===== src/rtl/key_press_decoder_if.sv =====
// Event/gesture bundle between one key_filter output pair and its key_press_decoder.
// The master drives the debounced key events; the slave returns gesture pulses and busy.
interface key_press_decoder_if;
  logic key_flag;
  logic key_state;
  logic short_press;
  logic double_press;
  logic long_press;
  logic busy;

  modport master (
    output key_flag,
    output key_state,
    input  short_press,
    input  double_press,
    input  long_press,
    input  busy
  );

  modport slave (
    input  key_flag,
    input  key_state,
    output short_press,
    output double_press,
    output long_press,
    output busy
  );
endinterface


===== src/rtl/key_press_decoder.sv =====
// Classifies debounced key gestures into one-cycle short/double/long press pulses.
// One instance per key, fed by key_filter's (key_flag, key_state) pair.
module key_press_decoder #(
  parameter int LONG_CNT = 50_000_000,
  parameter int DCLK_CNT = 15_000_000,
  parameter int CNT_W    = 26
) (
  input  logic                 Clk,
  input  logic                 Rst_n,
  key_press_decoder_if.slave   bus
);

  typedef enum logic [2:0] {
    IDLE,
    PRESSED1,
    WAIT2,
    PRESSED2,
    LHOLD
  } state_t;

  localparam logic [CNT_W-1:0] LONG_LAST = CNT_W'(LONG_CNT - 1);
  localparam logic [CNT_W-1:0] DCLK_LAST = CNT_W'(DCLK_CNT - 1);

  state_t           r_state;
  state_t           w_next;
  logic [CNT_W-1:0] r_cnt;
  logic             r_short;
  logic             r_double;
  logic             r_long;
  logic             w_short;
  logic             w_double;
  logic             w_long;
  logic             w_press;
  logic             w_release;
  logic             w_counting;

  assign w_press    = bus.key_flag & ~bus.key_state;
  assign w_release  = bus.key_flag &  bus.key_state;
  assign w_counting = (r_state == PRESSED1) || (r_state == WAIT2) || (r_state == PRESSED2);

  always_ff @(posedge Clk or negedge Rst_n) begin
    if (!Rst_n) begin
      r_state  <= IDLE;
      r_cnt    <= '0;
      r_short  <= 1'b0;
      r_double <= 1'b0;
      r_long   <= 1'b0;
    end else begin
      r_state  <= w_next;
      r_short  <= w_short;
      r_double <= w_double;
      r_long   <= w_long;
      if (w_next != r_state)
        r_cnt <= '0;
      else if (w_counting && (r_cnt != {CNT_W{1'b1}}))
        r_cnt <= r_cnt + 1'b1;
    end
  end

  // Events are tested before counter expiry so an edge on the last cycle still wins.
  always_comb begin
    w_next   = r_state;
    w_short  = 1'b0;
    w_double = 1'b0;
    w_long   = 1'b0;
    case (r_state)
      IDLE: begin
        if (w_press)
          w_next = PRESSED1;
      end
      PRESSED1: begin
        if (w_release) begin
          w_next = WAIT2;
        end else if (r_cnt == LONG_LAST) begin
          w_next = LHOLD;
          w_long = 1'b1;
        end
      end
      WAIT2: begin
        if (w_press) begin
          w_next = PRESSED2;
        end else if (r_cnt == DCLK_LAST) begin
          w_next  = IDLE;
          w_short = 1'b1;
        end
      end
      PRESSED2: begin
        if (w_release) begin
          w_next   = IDLE;
          w_double = 1'b1;
        end else if (r_cnt == LONG_LAST) begin
          w_next = LHOLD;
          w_long = 1'b1;
        end
      end
      LHOLD: begin
        if (w_release)
          w_next = IDLE;
      end
      default: begin
        w_next = IDLE;
      end
    endcase
  end

  assign bus.short_press  = r_short;
  assign bus.double_press = r_double;
  assign bus.long_press   = r_long;
  assign bus.busy         = (r_state != IDLE);

endmodule


===== src/flat_wrapper.sv =====
// flat-port wrapper written by rule: the top's interface ports become plain ports
module key_press_decoder_flat 
#(
  parameter int LONG_CNT = 50_000_000,
  parameter int DCLK_CNT = 15_000_000,
  parameter int CNT_W    = 26
)
  (Clk, Rst_n, bus_key_flag, bus_key_state, bus_short_press, bus_double_press, bus_long_press, bus_busy);
  key_press_decoder_if bus_i ();
  input  logic Clk;
  input  logic Rst_n;
  input wire logic [$bits(bus_i.key_flag)-1:0] bus_key_flag;
  input wire logic [$bits(bus_i.key_state)-1:0] bus_key_state;
  output wire logic [$bits(bus_i.short_press)-1:0] bus_short_press;
  output wire logic [$bits(bus_i.double_press)-1:0] bus_double_press;
  output wire logic [$bits(bus_i.long_press)-1:0] bus_long_press;
  output wire logic [$bits(bus_i.busy)-1:0] bus_busy;
  assign bus_i.key_flag = bus_key_flag;
  assign bus_i.key_state = bus_key_state;
  assign bus_short_press = bus_i.short_press;
  assign bus_double_press = bus_i.double_press;
  assign bus_long_press = bus_i.long_press;
  assign bus_busy = bus_i.busy;
  key_press_decoder #(.LONG_CNT(LONG_CNT), .DCLK_CNT(DCLK_CNT), .CNT_W(CNT_W)) u_core (.Clk(Clk), .Rst_n(Rst_n), .bus(bus_i));
endmodule

===== config.mk =====
export PLATFORM = sky130hd
export DESIGN_NAME = key_press_decoder_flat
export DESIGN_NICKNAME = d
export VERILOG_FILES = /design/src/rtl/key_press_decoder_if.sv /design/src/rtl/key_press_decoder.sv /design/src/flat_wrapper.sv
export SDC_FILE = /design/constraint.sdc
export NUM_CORES = 1
export LEC_CHECK = 0
export ABC_AREA = 1
export CAP_MARGIN = 5
export CORE_MARGIN = 2
export CORE_UTILIZATION = 60
export DETAILED_ROUTE_END_ITERATION = 6
export PLACE_DENSITY = 0.85
export SETUP_SLACK_MARGIN = 0.5
export SLEW_MARGIN = 10
export SYNTH_ARGS = -nofsm -noshare
export SYNTH_HDL_FRONTEND = slang
export SYNTH_SLANG_ARGS = --single-unit

===== constraint.sdc =====
create_clock -name Clk -period 2 [get_ports Clk]
set_clock_uncertainty 0.05 [all_clocks]
set_input_delay 0.4 -clock Clk [delete_from_list [all_inputs] [get_ports Clk]]
set_output_delay 0.4 -clock Clk [all_outputs]
set_load 0.03 [all_outputs]

Yosys cells after proc, flatten, opt, wreduce, memory -nomap -nowiden:

Cells that the tools add are included.

* register bits after elaboration: 32
* input bits: 4
* output and inout port bits: 4
* logic and storage cells: 42

* add/subtract/negate cells: 1
* equal/unequal tests: 8
* multiplexer cells: 18
* bitwise operators: 3
* reduce and logical (&&, ||, !) cells: 7

Operators by type and width (number)
* 26-bit 2-to-1 mux: 2
* 26-bit by 1-bit adder with 26-bit output (second input constant): 1
* 26-bit by 24-bit equality test with 1-bit output (second input constant): 1
* 26-bit equality test (second input constant): 1
* 26-bit inequality test (second input constant): 1
* 3-bit 2-to-1 mux: 7
* 3-bit case mux with 5 select lines: 1
* 1-bit 2-to-1 mux: 8
* 3-bit by 2-bit equality test with 1-bit output (second input constant): 2
* 3-bit by 1-bit equality test with 1-bit output (second input constant): 1
* 3-bit equality test (second input constant): 1
* 3-bit zero test: 1
* 3-bit inequality test: 1
* 3-bit nonzero test: 1
* 1-bit AND: 2
* 1-bit logical OR: 2
* 2-bit nonzero test: 1
* 2-bit OR reduction: 1
* 1-bit logical AND: 1
* 1-bit NOT: 1

Longest topological paths before layout:

Gate-level depths: netlist of the first run.

* depth after elaboration: 6
* gate-level depth with buffers: 14
* gate-level depth less buffers: 13

Least setup slack after synthesis of the first run:

Ideal clock, no wire load.

* path type: reg2reg
* start: register u_core.r_cnt[0]
* end: register u_core.r_cnt[24]
* library setup time: 0.120 ns
* arrival time: 1.627 ns
* required time: 1.830 ns
* slack: 0.203 ns
* stages on the path, launching flop included: 13
* buffers on the path: 1
* period minus slack after synthesis: 1.797 ns
* cell sequence: dfrtp_1 > ha_1 > nand3_1 > nor2_1 > nand2_1 > nor2_1 > nand2_1 > nand2_1 > buf_4 > inv_1 > nand4_1 > xor2_1 > nor2_2

* longest elaborated chain between the ends: 6
* elaborated cells on any way between the ends: 15
* those cells by class: 1 x add/sub; 4 x eq/ne; 8 x mux; 2 x reduce/logical

Ends and longest elaborated chain
* from (decl): RTL line key_press_decoder.sv:26 `logic [CNT_W-1:0] r_cnt;`
* from (signal assigned): RTL line key_press_decoder.sv:56 `r_cnt <= r_cnt + 1'b1;`
* 26-bit equality test or 26-bit by 24-bit equality test with 1-bit output (tied branches): RTL line key_press_decoder.sv:74, key_press_decoder.sv:91, key_press_decoder.sv:82
* 3-bit 2-to-1 mux (on tied branches): RTL line key_press_decoder.sv:74, key_press_decoder.sv:91, key_press_decoder.sv:82
* 3-bit 2-to-1 mux (on tied branches): RTL line key_press_decoder.sv:88, key_press_decoder.sv:72, key_press_decoder.sv:80
* 3-bit case mux with 5 select lines: RTL line key_press_decoder.sv:66 `case (r_state)`
* 3-bit inequality test: RTL line key_press_decoder.sv:53 `if (w_next != r_state)`
* 26-bit 2-to-1 mux or 2-bit nonzero test (tied branches)

Parallel ways exist; a longest one is shown, timed or not. The select of a mux whose other input is x is not followed.
A chain may end at the register's enable or synchronous reset.

Worst setup path after layout of the first run:

* start: register u_core.r_cnt[14]
* end: register u_core.r_cnt[19]

Same word-level chain as after synthesis.

==> results of run 1 <==
==> routing by layer <==
| layer | vias up | track usage, % | share of wire, % |
|---|---|---|---|
| met5 | - | 0 | 0 |
| met4 | 0 | 11.2 | 5.6 |
| met3 | 43 | 7.25 | 9.0 |
| met2 | 155 | 46.0 | 46 |
| met1 | 954 | 36.1 | 39 |
| li1 | 930 | - | - |
==> power by group through the flow <==
stage          Combinational (mW)  Sequential (mW)  Clock (mW)
3_5_place_dp                0.928            0.728           0
5_1_grt                      1.65            0.724       0.434
2_1_floorplan               0.657            0.730           0
4_1_cts                      1.14            0.710       0.401
3_3_place_gp                0.909            0.727           0
6_report                     1.59            0.719       0.402
==> registers in the layout, indices dropped and copies added, names as in the netlist <==
signal,flops
u_core.r_state,3
u_core.r_cnt,26
u_core.bus.short_press,1
u_core.bus.long_press,1
u_core.bus.double_press,1
==> cell families after synthesis <==
logic type,synth area share (%)
compound gates,2.07
buf+inv,8.52
flops,40.1
fa+ha+maj,0.626
simple gates,39.5
xor+xnor,9.20
==> cells in the mapped netlist (2+ instances only) <==
master / instances / share of area [%]
sky130_fd_sc_hd__nor4_1: 2 / 0.63
sky130_fd_sc_hd__dfrtp_1: 32 / 40
sky130_fd_sc_hd__xor2_1: 14 / 6.1
sky130_fd_sc_hd__nand2_2: 4 / 1.3
sky130_fd_sc_hd__nor3_1: 6 / 1.5
sky130_fd_sc_hd__nor2_1: 58 / 11
sky130_fd_sc_hd__nand2_1: 63 / 12
sky130_fd_sc_hd__nand3_1: 16 / 4.0
sky130_fd_sc_hd__nor2_2: 14 / 4.4
sky130_fd_sc_hd__inv_1: 36 / 6.8
sky130_fd_sc_hd__nand4_1: 8 / 2.5
sky130_fd_sc_hd__xnor2_1: 7 / 3.1
sky130_fd_sc_hd__a22oi_1: 2 / 0.75
sky130_fd_sc_hd__buf_6: 2 / 1.1
==> stage by stage <==
stage	setup WS, ps	power [mW]	instance area, sq um	instances
floorplan	273	1.39	2040	276
global placement	-66.4	1.64	2260	340
detailed placement	-176	1.66	2260	340
CTS	35.6	2.25	2400	355
global route	-240	2.80	2590	360
finish	-125	2.71	2590	360
==> final timing paths <==
kind,cells past startpoint,to,startpoint,slack [ps]
worst max-delay path,13,u_core.r_cnt[19],u_core.r_cnt[14],-130
worst max register to register,13,u_core.r_cnt[19],u_core.r_cnt[14],-130
worst min-delay path,2,u_core.r_cnt[11],Rst_n,390
min in group Clk,3,u_core.r_cnt[21],u_core.r_cnt[21],520
max in group asynchronous,2,u_core.r_cnt[12],Rst_n,1200
worst min register to register,3,u_core.r_cnt[21],u_core.r_cnt[21],520
==> repair_timing <==
action / CTS / global route
endpoints found under the hold margin: 0 / 0
pin swaps: 0 / 10
buffers inserted: 6 / 3
gates resized for setup: 13 / 46
cloned: 1 / 2
endpoints found under the setup margin: 33 / 33
==> area by class of cell <==
cell class / count / area share (%)
clock buffer: 8 / 2.27
inverter: 36 / 5.31
multi-input combinational: 204 / 45.5
sequential: 32 / 31.0
tap: 44 / 2.12
timing repair buffer: 36 / 13.8
==> worst register-to-register path, delay by kind of cell (launching register included) <==
kind	cells	cell delay [ps]
buf+inv	1	220
flops	1	390
simple gates	12	1390
==> impl_metrics.env, run 1 <==
export IMPL_groute_usage_overall_pct=28.3
export IMPL_antenna_found_initial=0
export IMPL_worstPathRequired_ps=2230
export IMPL_final_layout_size_suffix_gt1_share_pct=30.7
export IMPL_hold_violations=0
export IMPL_crit_path_top_delay_cell="sky130_fd_sc_hd__dfrtp_1"
export IMPL_drc=0
export IMPL_worst_skew_pair_late_latency_ps=340
export IMPL_vdd_ir_drop_worst_mv=0.581
export IMPL_syn_mean_instance_area_sq_um=7.24
export IMPL_maxCapViolations=0
export IMPL_post_route_worst_setup_slack_ps=-125
export IMPL_fp_coreArea_sq_um=3100
export IMPL_number_of_fill_cells=205
export IMPL_layout_cells_most_common_list="sky130_fd_sc_hd__nand2_1 (55), sky130_fd_sc_hd__nor2_1 (40), sky130_fd_sc_hd__inv_1 (34)"
export IMPL_io_pins=8
export IMPL_synth_ff_type="sky130_fd_sc_hd__dfrtp_1"
export IMPL_utilization_pct=83.5
export IMPL_rsz0062_at_grt="yes"
export IMPL_grt_max_degree=33
export IMPL_netlist_cell_type_count=26
export IMPL_via_count=2082
export IMPL_syn_inst=276
export IMPL_slew_at_the_pin_closest_to_its_max_slew_limit_ps=408
export IMPL_fin_nets=320
export IMPL_timing_hold_ws_ps=391
export IMPL_power_frac_comb_pct=58.7
export IMPL_ys_warn_count=0
export IMPL_drt_total_wl_mm=5.90
export IMPL_wire_per_inst_um=16.4
export IMPL_drt_vias_per_instance=5.78
export IMPL_initial_core_utilization_pct=64.4
export IMPL_std_cell_rows=20
export IMPL_post_cts_hold_buffer_count=0
export IMPL_synth_enable_flop_cells=0
export IMPL_layout_commonest_cell="sky130_fd_sc_hd__nand2_1"
export IMPL_cts_htree_levels=2
export IMPL_synth_fp_nets=281
export IMPL_p_leak_nw=1.11
export IMPL_p_clk_share_pct=14.8
export IMPL_critPathMaxStageDelay_ps=390
export IMPL_run_status="complete, but fails checks"
export IMPL_cts_inserted_buffers=5
export IMPL_insertedDiodeCount=0
export IMPL_vias_in_the_first_global_route=1758
export IMPL_pwr_density_cell_nw_per_um2=1050
export IMPL_startpoint_type="flip-flop"
export IMPL_period_share_pct=106
export IMPL_syn_area_sq_um=2000
export IMPL_grt_pass1_wl_mm=7.72
export IMPL_cts_root_to_sink_buffers=2
export IMPL_netSwitchingFraction_pct=42.4
export IMPL_area_delta_synth_final_pct=29.7
export IMPL_total_negative_slack_ps=-2840
export IMPL_ff_latch_area_sq_um=805
export IMPL_clock_sinks=32
export IMPL_detail_route_first_pass_iterations=6
export IMPL_cp_arrival_ps=2350
export IMPL_die_h_um=61.7
export IMPL_cts_tree="built"
export IMPL_synth_seq_area_share_pct=40.1
export IMPL_timing_final_crit_period_ps=2130
export IMPL_root_driver="sky130_fd_sc_hd__clkbuf_4"
export IMPL_crit_path_max_fanout=6
export IMPL_synth_seq_cells=32
export IMPL_cell_internal_pwr_mw=1.56
export IMPL_netSwitchingPower_mw=1.15
export IMPL_slew_limit_headroom_pct=72.8
export IMPL_dp_final_hpwl_mm=3.19
export IMPL_max_fclk_mhz=470
export IMPL_critical_path_cell_chain="nand2_1 > nor2_4 > nand2_2 > nor2_1 > nand2_1 > nand2_2 > nand3_2 > nand2_2 > nand2_2 > nand2_2 > nand3_4 > clkbuf_16 > nor2_2"
export IMPL_path_class="reg2reg"
export IMPL_clk_transition_reported_paths_ps=100
export IMPL_async_flop_share_pct=100
export IMPL_multi_input_area_sq_um=1180
export IMPL_cpMostUsedCell="sky130_fd_sc_hd__nand2_2"
export IMPL_dieWidth_um=61.7
export IMPL_buf_inv_stages_crit_path=1
export IMPL_antenna_left=0
export IMPL_holdCritPathClass="in2async"
export IMPL_timing_critical_path_to_type="flip-flop"
export IMPL_critical_path_top_delay_family="simple AND/OR/NAND/NOR gates"
export IMPL_violations_in_the_final_reports="setup timing"
export IMPL_overflow=0
export IMPL_setup_viol=26
export IMPL_detailedRoute_firstIterationViolations=202
export IMPL_sequential_power_share_pct=26.5
export IMPL_max_slew_violation_count=0
export IMPL_fp_dieArea_sq_um=3810
export IMPL_finalWeightedCongestion=0.900
export IMPL_numPortBuffers=7
Note: power is estimated with default switching activity, not from simulation.
==> run 2: changes to the inputs <==
--- a/config.mk
+++ b/config.mk
@@ -7,6 +7,7 @@
 export LEC_CHECK = 0
 export ABC_AREA = 1
 export CAP_MARGIN = 5
+export CORE_ASPECT_RATIO = 1.4
 export CORE_MARGIN = 2
 export CORE_UTILIZATION = 60
 export DETAILED_ROUTE_END_ITERATION = 6
==> impl_metrics.env, run 2 (same netlist as run 1, synthesis figures left out) <==
export IMPL_area_delta_synth_final_pct=43.0
export IMPL_layout_commonest_cell="sky130_fd_sc_hd__nand2_1"
export IMPL_fin_cells=371
export IMPL_post_route_worst_setup_slack_ps=-247
export IMPL_startpoint_type="flip-flop"
export IMPL_detail_route_first_pass_iterations=6
export IMPL_run_status="complete, but fails checks"
export IMPL_placedInstanceArea_sq_um=2290
export IMPL_vias_in_the_first_global_route=2077
export IMPL_critical_path_cell_chain="buf_4 > buf_4 > nand3_1 > nor2_1 > nand2_1 > nor2_1 > nand2_1 > nor2_2 > nand2_1 > o21ai_0 > nand2_1 > nor2_2"
export IMPL_setup_viol=27
export IMPL_path_class="reg2reg"
export IMPL_worstPathRequired_ps=2170
export IMPL_holdCritPathClass="in2async"
export IMPL_drt_vias_per_instance=6.36
export IMPL_antenna_left=0
export IMPL_drc=0
export IMPL_root_driver="sky130_fd_sc_hd__clkbuf_8"
export IMPL_via_count=2361
export IMPL_clock_sinks=32
export IMPL_max_ffs_per_register=26
export IMPL_finish_instance_area_sq_um=2860
export IMPL_cts_root_to_sink_buffers=2
export IMPL_dieWidth_um=52.8
export IMPL_io_pins=8
export IMPL_regMostFlops="u_core.r_cnt"
export IMPL_crit_path_max_fanout=3
export IMPL_crit_path_top_delay_cell="sky130_fd_sc_hd__dfrtp_1"
export IMPL_largest_registers="u_core.r_cnt x26, u_core.r_state x3"
export IMPL_cts_inserted_buffers=5
export IMPL_max_slew_violation_count=0
export IMPL_worst_skew_pair_late_latency_ps=290
export IMPL_clk_transition_reported_paths_ps=70
export IMPL_timing_critical_path_to_type="flip-flop"
export IMPL_maxCapViolations=0
export IMPL_grt_max_degree=33
export IMPL_hold_violations=0
export IMPL_vdd_ir_drop_worst_mv=0.860
export IMPL_total_power_mw=3.09
export IMPL_violations_in_the_final_reports="setup timing"
export IMPL_period_share_pct=112
export IMPL_pre_cts_ws_ps=-152
export IMPL_slew_at_the_pin_closest_to_its_max_slew_limit_ps=572
export IMPL_insertedDiodeCount=0
export IMPL_groute_usage_overall_pct=33.7
export IMPL_drt_total_wl_mm=7.70
export IMPL_place_detailed_instances=338
export IMPL_cts_tree="built"
export IMPL_cp_arrival_ps=2420
export IMPL_timing_final_crit_period_ps=2250
export IMPL_cts_htree_levels=2
export IMPL_fp_coreArea_sq_um=3150
export IMPL_pwr_density_cell_nw_per_um2=1080
export IMPL_initial_core_utilization_pct=63.4
export IMPL_numPortBuffers=7
export IMPL_std_cell_rows=24
export IMPL_final_layout_size_suffix_gt1_share_pct=36.1
export IMPL_max_fclk_mhz=445
export IMPL_detailedRoute_firstIterationViolations=238
export IMPL_finalWeightedCongestion=0.923
export IMPL_dp_final_hpwl_mm=3.33
export IMPL_p_leak_nw=1.21
export IMPL_die_h_um=72.3
export IMPL_post_cts_hold_buffer_count=0
export IMPL_critPathMaxStageDelay_ps=350
export IMPL_fp_dieArea_sq_um=3810
export IMPL_rsz0062_at_grt="yes"
export IMPL_layout_cells_most_common_list="sky130_fd_sc_hd__nand2_1 (55), sky130_fd_sc_hd__nor2_1 (35), sky130_fd_sc_hd__buf_4 (33)"
export IMPL_wire_per_inst_um=20.7
export IMPL_antenna_found_initial=0
export IMPL_slew_limit_headroom_pct=61.6
export IMPL_grt_pass1_wl_mm=9.38
export IMPL_cpMostUsedCell="sky130_fd_sc_hd__nand2_1"
export IMPL_fin_nets=336
export IMPL_overflow=0
==> run 2: changes by cell type in the layout (fill, tap and decap cells not counted), sizes merged <==
cell           previous run  this run
clkinvlp                  0         1
buf                      28        45
dlygate4sd2               0         3
clkbuf                   11         8
clkdlybuf4s15             2         0
==> run 2: per-layer routing <==
metal	GRT usage, %	vias up	share of wire, %
met3	7.00	79	12
met5	0	-	0
met2	58.1	264	48
met4	16.8	0	6.9
met1	38.7	1057	33
li1	-	961	-
==> run 2: worst max-delay path: cells and delay by family, from the launching register on <==
| family | cells | cell delay (ps) |
|---|---|---|
| AO/OA/AOI/OAI | 1 | 220 |
| AND/OR/NAND/NOR | 9 | 1340 |
| flip-flops | 1 | 350 |
| buffers and inverters | 2 | 220 |
==> run 2: cell type report <==
| class | instances | area (sq um) |
|---|---|---|
| timing repair buffer | 52 | 498 |
| clock buffer | 7 | 86.3 |
| sequential | 32 | 805 |
| inverter | 36 | 140 |
| multi-input combinational | 204 | 1270 |
| fill | 116 | 297 |
| tap | 39 | 48.8 |
| clock inverter | 1 | 7.51 |
==> run 2: power breakdown <==
group | switching [mW] | internal [mW]
logic | 1.03 | 0.815
clock network | 0.240 | 0.279
registers | 0.0410 | 0.688
==> run 2: repair_timing <==
item                       in CTS  in global routing
pin swaps                       2                  8
gates resized for setup        30                 53
setup buffers                  18                  5
gates cloned                    1                  1
setup endpoints to repair      33                 31
==> run 2: worst paths after layout <==
check | start | end | slack, ps | cells after the start
setup / recovery | u_core.r_cnt[0] | u_core.r_cnt[21] | -250 | 12
hold / removal | Rst_n | u_core.r_cnt[7] | 470 | 2
setup reg to reg | u_core.r_cnt[0] | u_core.r_cnt[21] | -250 | 12
hold reg to reg | u_core.r_cnt[21] | u_core.r_cnt[21] | 560 | 3
max in group asynchronous | Rst_n | u_core.r_cnt[3] | 1110 | 2
min in group Clk | u_core.r_cnt[21] | u_core.r_cnt[21] | 560 | 3
==> run 2: per-stage QoR <==
stage / setup TNS [ps] / hold slack [ps] / util [%]
global route: -7840 / 525 / 90.6
finish: -6170 / 468 / 90.6
floorplan: 0 / 54.4 / -
global placement: -1570 / 497 / 72.6
CTS: 0 / 476 / 83.2
detailed placement: -2970 / 522 / 72.6
==> run 3: changes to the inputs <==
--- a/config.mk
+++ b/config.mk
@@ -9,9 +9,9 @@
 export CAP_MARGIN = 5
 export CORE_ASPECT_RATIO = 1.4
 export CORE_MARGIN = 2
-export CORE_UTILIZATION = 60
+export CORE_UTILIZATION = 50
 export DETAILED_ROUTE_END_ITERATION = 6
-export PLACE_DENSITY = 0.85
+export PLACE_DENSITY = 0.74
 export SETUP_SLACK_MARGIN = 0.5
 export SLEW_MARGIN = 10
 export SYNTH_ARGS = -nofsm -noshare
==> impl_metrics.env, run 3 (same netlist as run 1, synthesis figures left out) <==
export IMPL_regMostFlops="u_core.r_cnt"
export IMPL_finalWeightedCongestion=0.904
export IMPL_fp_dieArea_sq_um=4530
export IMPL_detailedRoute_firstIterationViolations=101
export IMPL_post_cts_hold_buffer_count=0
export IMPL_path_class="reg2reg"
export IMPL_critical_path_cell_chain="ha_2 > inv_2 > nor2_4 > nand3_2 > nor2_2 > nand2_2 > nand3b_1 > nand2_1 > o21ai_2 > nand3_4 > clkbuf_16 > nor2_4"
export IMPL_finish_instance_area_sq_um=2660
export IMPL_drc=0
export IMPL_worst_r2r_startpoint="u_core.r_cnt[0]"
export IMPL_rsz0062_at_grt="yes"
export IMPL_vias_in_the_first_global_route=1857
export IMPL_max_ffs_per_register=26
export IMPL_wire_per_inst_um=13.5
export IMPL_insertedDiodeCount=0
export IMPL_crit_path_top_delay_cell="sky130_fd_sc_hd__dfrtp_1"
export IMPL_worstPathRequired_ps=2170
export IMPL_ff2ff_path_depth=12
export IMPL_area_delta_synth_final_pct=33.3
export IMPL_critPathMaxStageDelay_ps=360
export IMPL_worst_skew_pair_late_latency_ps=280
export IMPL_cell_internal_pwr_mw=1.56
export IMPL_run_status="completed"
export IMPL_io_pins=8
export IMPL_cpMostUsedCell="sky130_fd_sc_hd__nor2_4"
export IMPL_holdCritPathClass="in2async"
export IMPL_final_layout_size_suffix_gt1_share_pct=31.9
export IMPL_cts_inserted_buffers=5
export IMPL_pwr_density_cell_nw_per_um2=994
export IMPL_fin_nets=321
export IMPL_initial_core_utilization_pct=51.4
export IMPL_slew_limit_headroom_pct=72.4
export IMPL_die_h_um=78.8
export IMPL_dp_final_hpwl_mm=3.30
export IMPL_drt_vias_per_instance=5.29
export IMPL_maxCapViolations=0
export IMPL_grt_pass1_wl_mm=7.98
export IMPL_netSwitchingPower_mw=1.09
export IMPL_period_share_pct=97.6
export IMPL_std_cell_rows=27
export IMPL_startpoint_type="flip-flop"
export IMPL_netSwitchingFraction_pct=41.3
export IMPL_numPortBuffers=7
export IMPL_antenna_found_initial=0
export IMPL_grt_max_degree=33
export IMPL_cts_root_to_sink_buffers=2
export IMPL_antenna_left=0
export IMPL_max_fclk_mhz=512
export IMPL_cts_tree="built"
export IMPL_fp_coreArea_sq_um=3880
export IMPL_regToRegSetupSlack_ps=50
export IMPL_clock_sinks=32
export IMPL_overflow=0
export IMPL_worstReg2RegEnd="u_core.r_cnt[1]"
export IMPL_cp_arrival_ps=2130
export IMPL_drt_total_wl_mm=4.88
export IMPL_dieWidth_um=57.4
export IMPL_vdd_ir_drop_worst_mv=1.01
export IMPL_p_leak_nw=1.15
export IMPL_root_driver="sky130_fd_sc_hd__clkbuf_8"
export IMPL_cts_htree_levels=2
export IMPL_groute_usage_overall_pct=22.5
export IMPL_layout_cells_most_common_list="sky130_fd_sc_hd__nand2_1 (55), sky130_fd_sc_hd__nor2_1 (39), sky130_fd_sc_hd__inv_1 (33)"
export IMPL_setup_viol=0
export IMPL_max_slew_violation_count=0
export IMPL_p_clk_share_pct=19.6
export IMPL_sequential_power_share_pct=27.0
export IMPL_detail_route_first_pass_iterations=5
export IMPL_crit_path_max_fanout=6
export IMPL_number_of_fill_cells=299
export IMPL_placedInstanceArea_sq_um=2290
export IMPL_power_frac_comb_pct=53.4
export IMPL_timing_critical_path_to_type="flip-flop"
export IMPL_timing_final_crit_period_ps=1950
export IMPL_utilization_pct=68.6
export IMPL_slew_at_the_pin_closest_to_its_max_slew_limit_ps=414
export IMPL_layout_commonest_cell="sky130_fd_sc_hd__nand2_1"
export IMPL_clk_transition_reported_paths_ps=70
export IMPL_via_count=1904
export IMPL_largest_registers="u_core.r_cnt x26, u_core.r_state x3"
export IMPL_hold_violations=0
run 3: worst max-delay path by stage:
stage               cells after the start          endpoint  slack [ps]       startpoint
global placement                       12  u_core.r_cnt[14]         -60    bus_key_state
global route                           14  u_core.r_cnt[16]         -90  u_core.r_cnt[0]
finish                                 12   u_core.r_cnt[1]          50  u_core.r_cnt[0]
floorplan                              14   u_core.r_cnt[9]         270  u_core.r_cnt[0]
CTS                                    11  u_core.r_cnt[10]         140  u_core.r_cnt[1]
detailed placement                     14   u_core.r_cnt[6]        -140    bus_key_state
run 3: what timing repair did:
action,in CTS,in global routing
endpoints found under the hold margin,0,0
resized for setup,12,50
buffers inserted,4,6
endpoints found under the setup margin,32,32
pin swaps,0,9
gates cloned,0,1
run 3: power by group through the flow:
stage	combinational [mW]	clock (mW)	sequential, mW
2_1_floorplan	0.657	0	0.730
3_3_place_gp	0.990	0	0.732
3_5_place_dp	1.01	0	0.733
4_1_cts	1.04	0.526	0.719
5_1_grt	1.52	0.554	0.723
6_report	1.41	0.519	0.716
run 3: area by class of cell:
class,count,area (sq um),area share [%]
Timing Repair Buffer,37,347,13.0
Clock buffer,6,82.6,3.10
Tap cell,43,53.8,2.02
Clock inverter,2,10.0,0.376
Sequential cell,32,802,30.1
Inverter,36,138,5.17
Multi-Input combinational cell,204,1230,46.2
run 3: per-layer routing:
metal  routed length (um)  GRT usage (%)  share of wire, %  vias up
li1                     -              -                 -      927
met1                 1870           26.7                38      902
met2                 2640           39.3                54       64
met3                  249           3.75               5.1       11
met4                  117           9.30               2.4        0
met5                    0              0                 0        -
run 3: critical path, delay by kind of cell, from the launching register on:
family                   cells  cell delay, ps
AO/OA/AOI/OAI                1             170
adder cells (fa/ha/maj)      1             210
buffers and inverters        2             270
flip-flops                   1             360
AND/OR/NAND/NOR              8             820
run 3: metrics by stage:
step / cells / hold WS (ps) / power [mW] / setup TNS, ps / setup WS [ps]
2_1_floorplan: 276 / 54.4 / 1.39 / 0 / 273
3_3_place_gp: 341 / 500 / 1.72 / -1470 / -63.1
3_5_place_dp: 341 / 497 / 1.74 / -2790 / -141
6_report: 360 / 465 / 2.65 / 0 / 47.4
5_1_grt: 360 / 529 / 2.80 / -1600 / -85.6
4_1_cts: 353 / 484 / 2.29 / 0 / 141
==> RTL change 1: new RTL, settings of run 2 <==
`CNT_W` is set to 26 in 2 places; all go to 52.
--- a/src/rtl/key_press_decoder.sv
+++ b/src/rtl/key_press_decoder.sv
@@ -4,5 +4,5 @@
   parameter int LONG_CNT = 50_000_000,
   parameter int DCLK_CNT = 15_000_000,
-  parameter int CNT_W    = 26
+  parameter int CNT_W    = 52
 ) (
   input  logic                 Clk,
--- a/src/flat_wrapper.sv
+++ b/src/flat_wrapper.sv
@@ -4,5 +4,5 @@
   parameter int LONG_CNT = 50_000_000,
   parameter int DCLK_CNT = 15_000_000,
-  parameter int CNT_W    = 26
+  parameter int CNT_W    = 52
 )
   (Clk, Rst_n, bus_key_flag, bus_key_state, bus_short_press, bus_double_press, bus_long_press, bus_busy);
Function: same outputs for any inputs over 10 cycles, from zero or initial values and one cycle with Rst_n low; that may be too few to reach the edited logic, so the function may still have changed.
==> RTL change 1 against run 2 <==
Sequential cell count up 26. Worst setup slack worse by 0.033 ns. Area after synthesis up 95%. Largest cell class unchanged. Final cell count up 110%. Highest routed layer unchanged. Global-route usage up 4.2 points. Clock power up 140%. Total power up 32%. Routed wire length up 120%. The run ends with design-rule violations, negative hold slack, negative setup slack left. Design area up 95%.
==> RTL change 1: results (changes against run 2) <==
Synthesis
  – Top cells by area, synth: dfrtp_1 (37%), nand2_1 (17%), nor2_1 (14%)
  – Synthesized area per cell: 6.55 um^2 (-9.5%)
  – Unique masters post-synth: 30 (+15%)
  – Syn nets: 601 (+110%)

Run status
  – Outcome: finished with violations
  – Violated checks: design-rule violations, negative hold slack, negative setup slack

Place
  – GP Congestion: 0.977 (+5.8%)

Clocking
  – CTS buffer count: 9 (+4)
  – H-tree levels: 3 (+1)
  – Worst skew pair latency: 0.37 ns (+0.08 ns)

Power
  – Reg power frac: 0.311 (+0.075)
  – Seq. pwr: 1.27 mW (+74%)
  – P_int: 2.57 mW (+44%)

Setup path
  – R2r startpoint: u_core.r_cnt[5]
  – R2R depth: 9 (-3)
  – Max incr delay on CP: 0.43 ns (+0.08 ns)
  – CP arrival: 2.52 ns (+0.10 ns)

Drt
  – Iteration-0 DRC Markers: 825 (+250%)
  – Wire length on met1: 5200 um (+100%)
  – Residual DRC: 46 (+46)
  – Pre-antenna DRT Iters: 7 (+1)
  – Met3 wire len: 2150 um (+140%)

Timing
  – Hold Slack: -0.0271 ns (-0.495 ns)
  – Final setup vio count: 54 (+100%)
  – Hold Vio Cnt, Final: 9 (+9)
  – Fin worst setup slack: -0.281 ns (-0.0334 ns)
  – Setup TNS: -10.04 ns (-3.88 ns)

Global route
  – Met3 usage: 0.0719 (+0.00198)
  – Routing usage on met2: 0.666 (+0.0856)

Finish
  – Fill count: 253 (+120%)
==> RTL change 1: cell count changes in the layout (fill, tap and decap cells not counted), sizes merged, moves of 5 or more <==
cell	change
buf	+33
inv	+30
nand3	+25
nor3	+13
nand4	+9
o21ai	+5
nand2	+117
dfrtp	+26
nor2	+80
==> RTL change 1: layout make-up <==
type | count | area [um^2] | share of cell area
Clock buffer | 9 | 124 | 0.0222
Clock inverter | 7 | 93.8 | 0.0168
Inverter | 66 | 250 | 0.0448
Multi-Input combinational cell | 464 | 2700 | 0.484
Sequential cell | 58 | 1470 | 0.262
Tap cell | 72 | 90.1 | 0.0161
Timing Repair Buffer | 85 | 860 | 0.154
==> RTL change 1: worst max-delay path by stage <==
stage,startpoint,end,slack (ns),depth (start not counted)
CTS,u_core.r_cnt[0],u_core.r_cnt[51],0.06,10
floorplan,u_core.r_cnt[0],u_core.r_cnt[49],0.29,11
global route,u_core.r_cnt[16],u_core.r_cnt[40],-0.41,11
detailed placement,u_core.r_cnt[1],u_core.r_cnt[50],-0.13,11
global placement,bus_key_state,u_core.r_cnt[19],-0.03,11
finish,u_core.r_cnt[5],u_core.r_cnt[24],-0.28,9
==> RTL change 1: cell families after synthesis <==
kind of cell	Yosys count	synth area share
compound gates	14	0.0208
simple gates	423	0.468
xor+xnor	25	0.0561
flops	58	0.372
fa+ha+maj	1	0.00320
buf+inv	75	0.0798
==> RTL change 1: what timing repair did <==
item,CTS,global route
pin swaps,17,23
setup buffers,12,12
hold endpoints to repair,0,0
hold buffers,0,0
gates cloned,4,2
setup endpoints to repair,61,58
resized for setup,77,110
==> RTL change 1: worst register-to-register path, delay by kind of cell (launching register included) <==
family | cells | cell delay, ns
flops | 1 | 0.43
xor+xnor | 1 | 0.16
simple gates | 8 | 1.57
==> RTL change 2: new RTL, settings of run 2 <==
Made on the original files. Reset style: synchronous (`Rst_n`), changed in one clocked block.
--- a/src/rtl/key_press_decoder.sv
+++ b/src/rtl/key_press_decoder.sv
@@ -39,5 +39,5 @@
   assign w_counting = (r_state == PRESSED1) || (r_state == WAIT2) || (r_state == PRESSED2);
 
-  always_ff @(posedge Clk or negedge Rst_n) begin
+  always_ff @(posedge Clk) begin
     if (!Rst_n) begin
       r_state  <= IDLE;
Formal check against the unedited RTL: differs if Rst_n is asserted again (counterexample within 4 cycles, from zero or initial values and one cycle with Rst_n low); with Rst_n held inactive, the same outputs for 10 cycles.
==> RTL change 2 against run 2 <==
Sequential cell count did not move. Critical endpoint is now u_core.r_cnt[1]. Via count is 13% higher. The run ends with design-rule violations, negative setup slack left. Area after synthesis grew 19%. Non-clock buffer count decreased by 16. Design area up 7.7%. Routed wire length up 5.7%. Worst setup slack better by 0.24 ns. Fmax increased by 12%. Critical path type unchanged.
Power is not compared: it rests on default switching activity, and its combinational part moved more than twofold at a synthesized area within 25%.
==> RTL change 2: results (changes against run 2) <==
Synthesis
  – Syn nets: 362 (+29%)
  – Register area share after synthesis: 0.269 (-0.132)
  – Commonest cells in the netlist: nand2_1 (83), nor2_1 (62), inv_1 (42), dfxtp_1 (32), nor2_4 (24)
  – Ys async rst share: 0 (-1.00)
  – Unique masters post-synth: 31 (+19%)
  – Ys flop type: dfxtp_1
  – Top cells by area, synth: dfxtp_1 (27%), nand2_1 (13%), nor2_4 (11%)

Run status
  – Outcome: finished with violations
  – Violated checks: design-rule violations, negative setup slack

Power
  – LEAKAGE: 1.13 nW
  – Maximum VDD drop: 707 uV

Setup path
  – CP arrival: 2.19 ns (-0.23 ns)
  – Max incr delay on CP: 0.41 ns (+0.06 ns)
  – CP max FO: 6 (+3)
  – Slowest-stage cell, CP: dfxtp_2

Timing
  – Worst Max-Slew Pin Slew: 0.373 ns (-0.199 ns)
  – Setup TNS: -0.0442 ns (+6.12 ns)
  – Fin worst setup slack: -0.0121 ns (+0.235 ns)
  – Final setup vio count: 6 (-78%)
  – Hold Vio Cnt, Final: 0 (unchanged)

Clocking
  – H-tree levels: 2 (unchanged)
  – Clock Pin Slew Worst Setup and Hold Paths: 0.08 ns
  – Worst skew pair latency: 0.30 ns
  – CTS buffer count: 5 (unchanged)
  – Cts repair resizes: 19 (-37%)
  – Post-CTS Setup Inserts: 11 (-7)
  – Hold_buf cts: 0 (unchanged)

Finish
  – Fill count: 215 (+85%)
  – Seq Cell Count: 32 (unchanged)
  – Number of non-clock buffers: 36 (-31%)
  – # nets final: 399 (+19%)
  – Signal inverters: 53 (+47%)
  – Layout clock buffers: 6 (-1)
  – Layout clock area frac: 0.0313 (-0.00154)
  – Sequential cell area: 663 um^2 (-18%)
  – Layout cell share with drive strength beyond 1: 0.370 (+0.00817)
  – Fraction of area in multi-input gates: 0.534 (+0.0889)
  – Multi-In Gates: 266 (+30%)
  – Non-clk buf share: 0.135 (-0.0397)
  – N_diodes: 0 (unchanged)
  – Leading cell type in the layout, fill and taps excluded: nand2_1

Global route
  – Largest net degree at the start of global routing: 36 (+9.1%)
  – GR Util All Layers: 0.303 (-0.0343)
  – Antenna violations before repair: 0 (unchanged)
  – Global-route wire length before repair: 10600 um (+13%)
  – Vias in the first global route: 2380 (+15%)

Drt
  – Vias/cell: 6.08 (-4.4%)
  – Residual DRC: 9 (+9)
  – Iteration-0 DRC Markers: 238 (unchanged)
  – Pre-antenna DRT Iters: 7 (+1)
  – Drt total wl: 8130 um (+5.7%)

Place
  – Port buffer count: 7 (unchanged)
  – Setup Slack @ Placement: -0.158 ns (-0.00522 ns)
  – GP Congestion: 0.912 (-1.2%)
  – DP HPWL: 4290 um (+29%)

Hold path
  – Worst min path class: in -> reg
RTL change 2: path summary, 6_finish.rpt:
kind	depth (start not counted)	endpoint	slack (ns)	from
worst min-delay path	4	u_core.bus.double_press	0.50	bus_key_state
worst max register to register	12	u_core.r_cnt[1]	-0.01	u_core.r_state[1]
worst min register to register	2	u_core.r_state[2]	0.51	u_core.r_state[2]
worst max-delay path	12	u_core.r_cnt[1]	-0.01	u_core.r_state[1]
RTL change 2: layer usage:
metal / global-route usage / share of wire
met3: 0.0560 / 0.087
met2: 0.545 / 0.49
met1: 0.312 / 0.34
met4: 0.198 / 0.083
met5: 0 / 0
RTL change 2: cells by family after synthesis:
| group | share of synthesized area |
|---|---|
| XOR/XNOR | 0.0552 |
| AND/OR/NAND/NOR | 0.477 |
| AO/OA/AOI/OAI | 0.0736 |
| adder cells (fa/ha/maj) | 0.00525 |
| buffers and inverters | 0.120 |
| flip-flops | 0.269 |
RTL change 2: stage by stage:
stage	cells	total power, mW	instance area [um^2]
floorplan	357	0.850	2420
global placement	411	0.885	2570
detailed placement	411	0.888	2570
CTS	432	1.50	2870
global route	438	1.60	3080
finish	438	1.57	3080
RTL change 2: worst register-to-register path, delay by kind of cell, from the launching register on:
kind / cells / cell delay [ns]
buffers and inverters: 3 / 0.38
AO/OA/AOI/OAI: 1 / 0.07
flip-flops: 1 / 0.41
AND/OR/NAND/NOR: 8 / 1.02
RTL change 2: power groups by stage:
stage	clock (mW)	combinational, mW	sequential (mW)
final	0.546	0.370	0.649
after global routing	0.574	0.380	0.649
after CTS	0.543	0.312	0.647
after detailed placement	0	0.224	0.664
after global placement	0	0.221	0.664
after floorplan	0	0.187	0.663
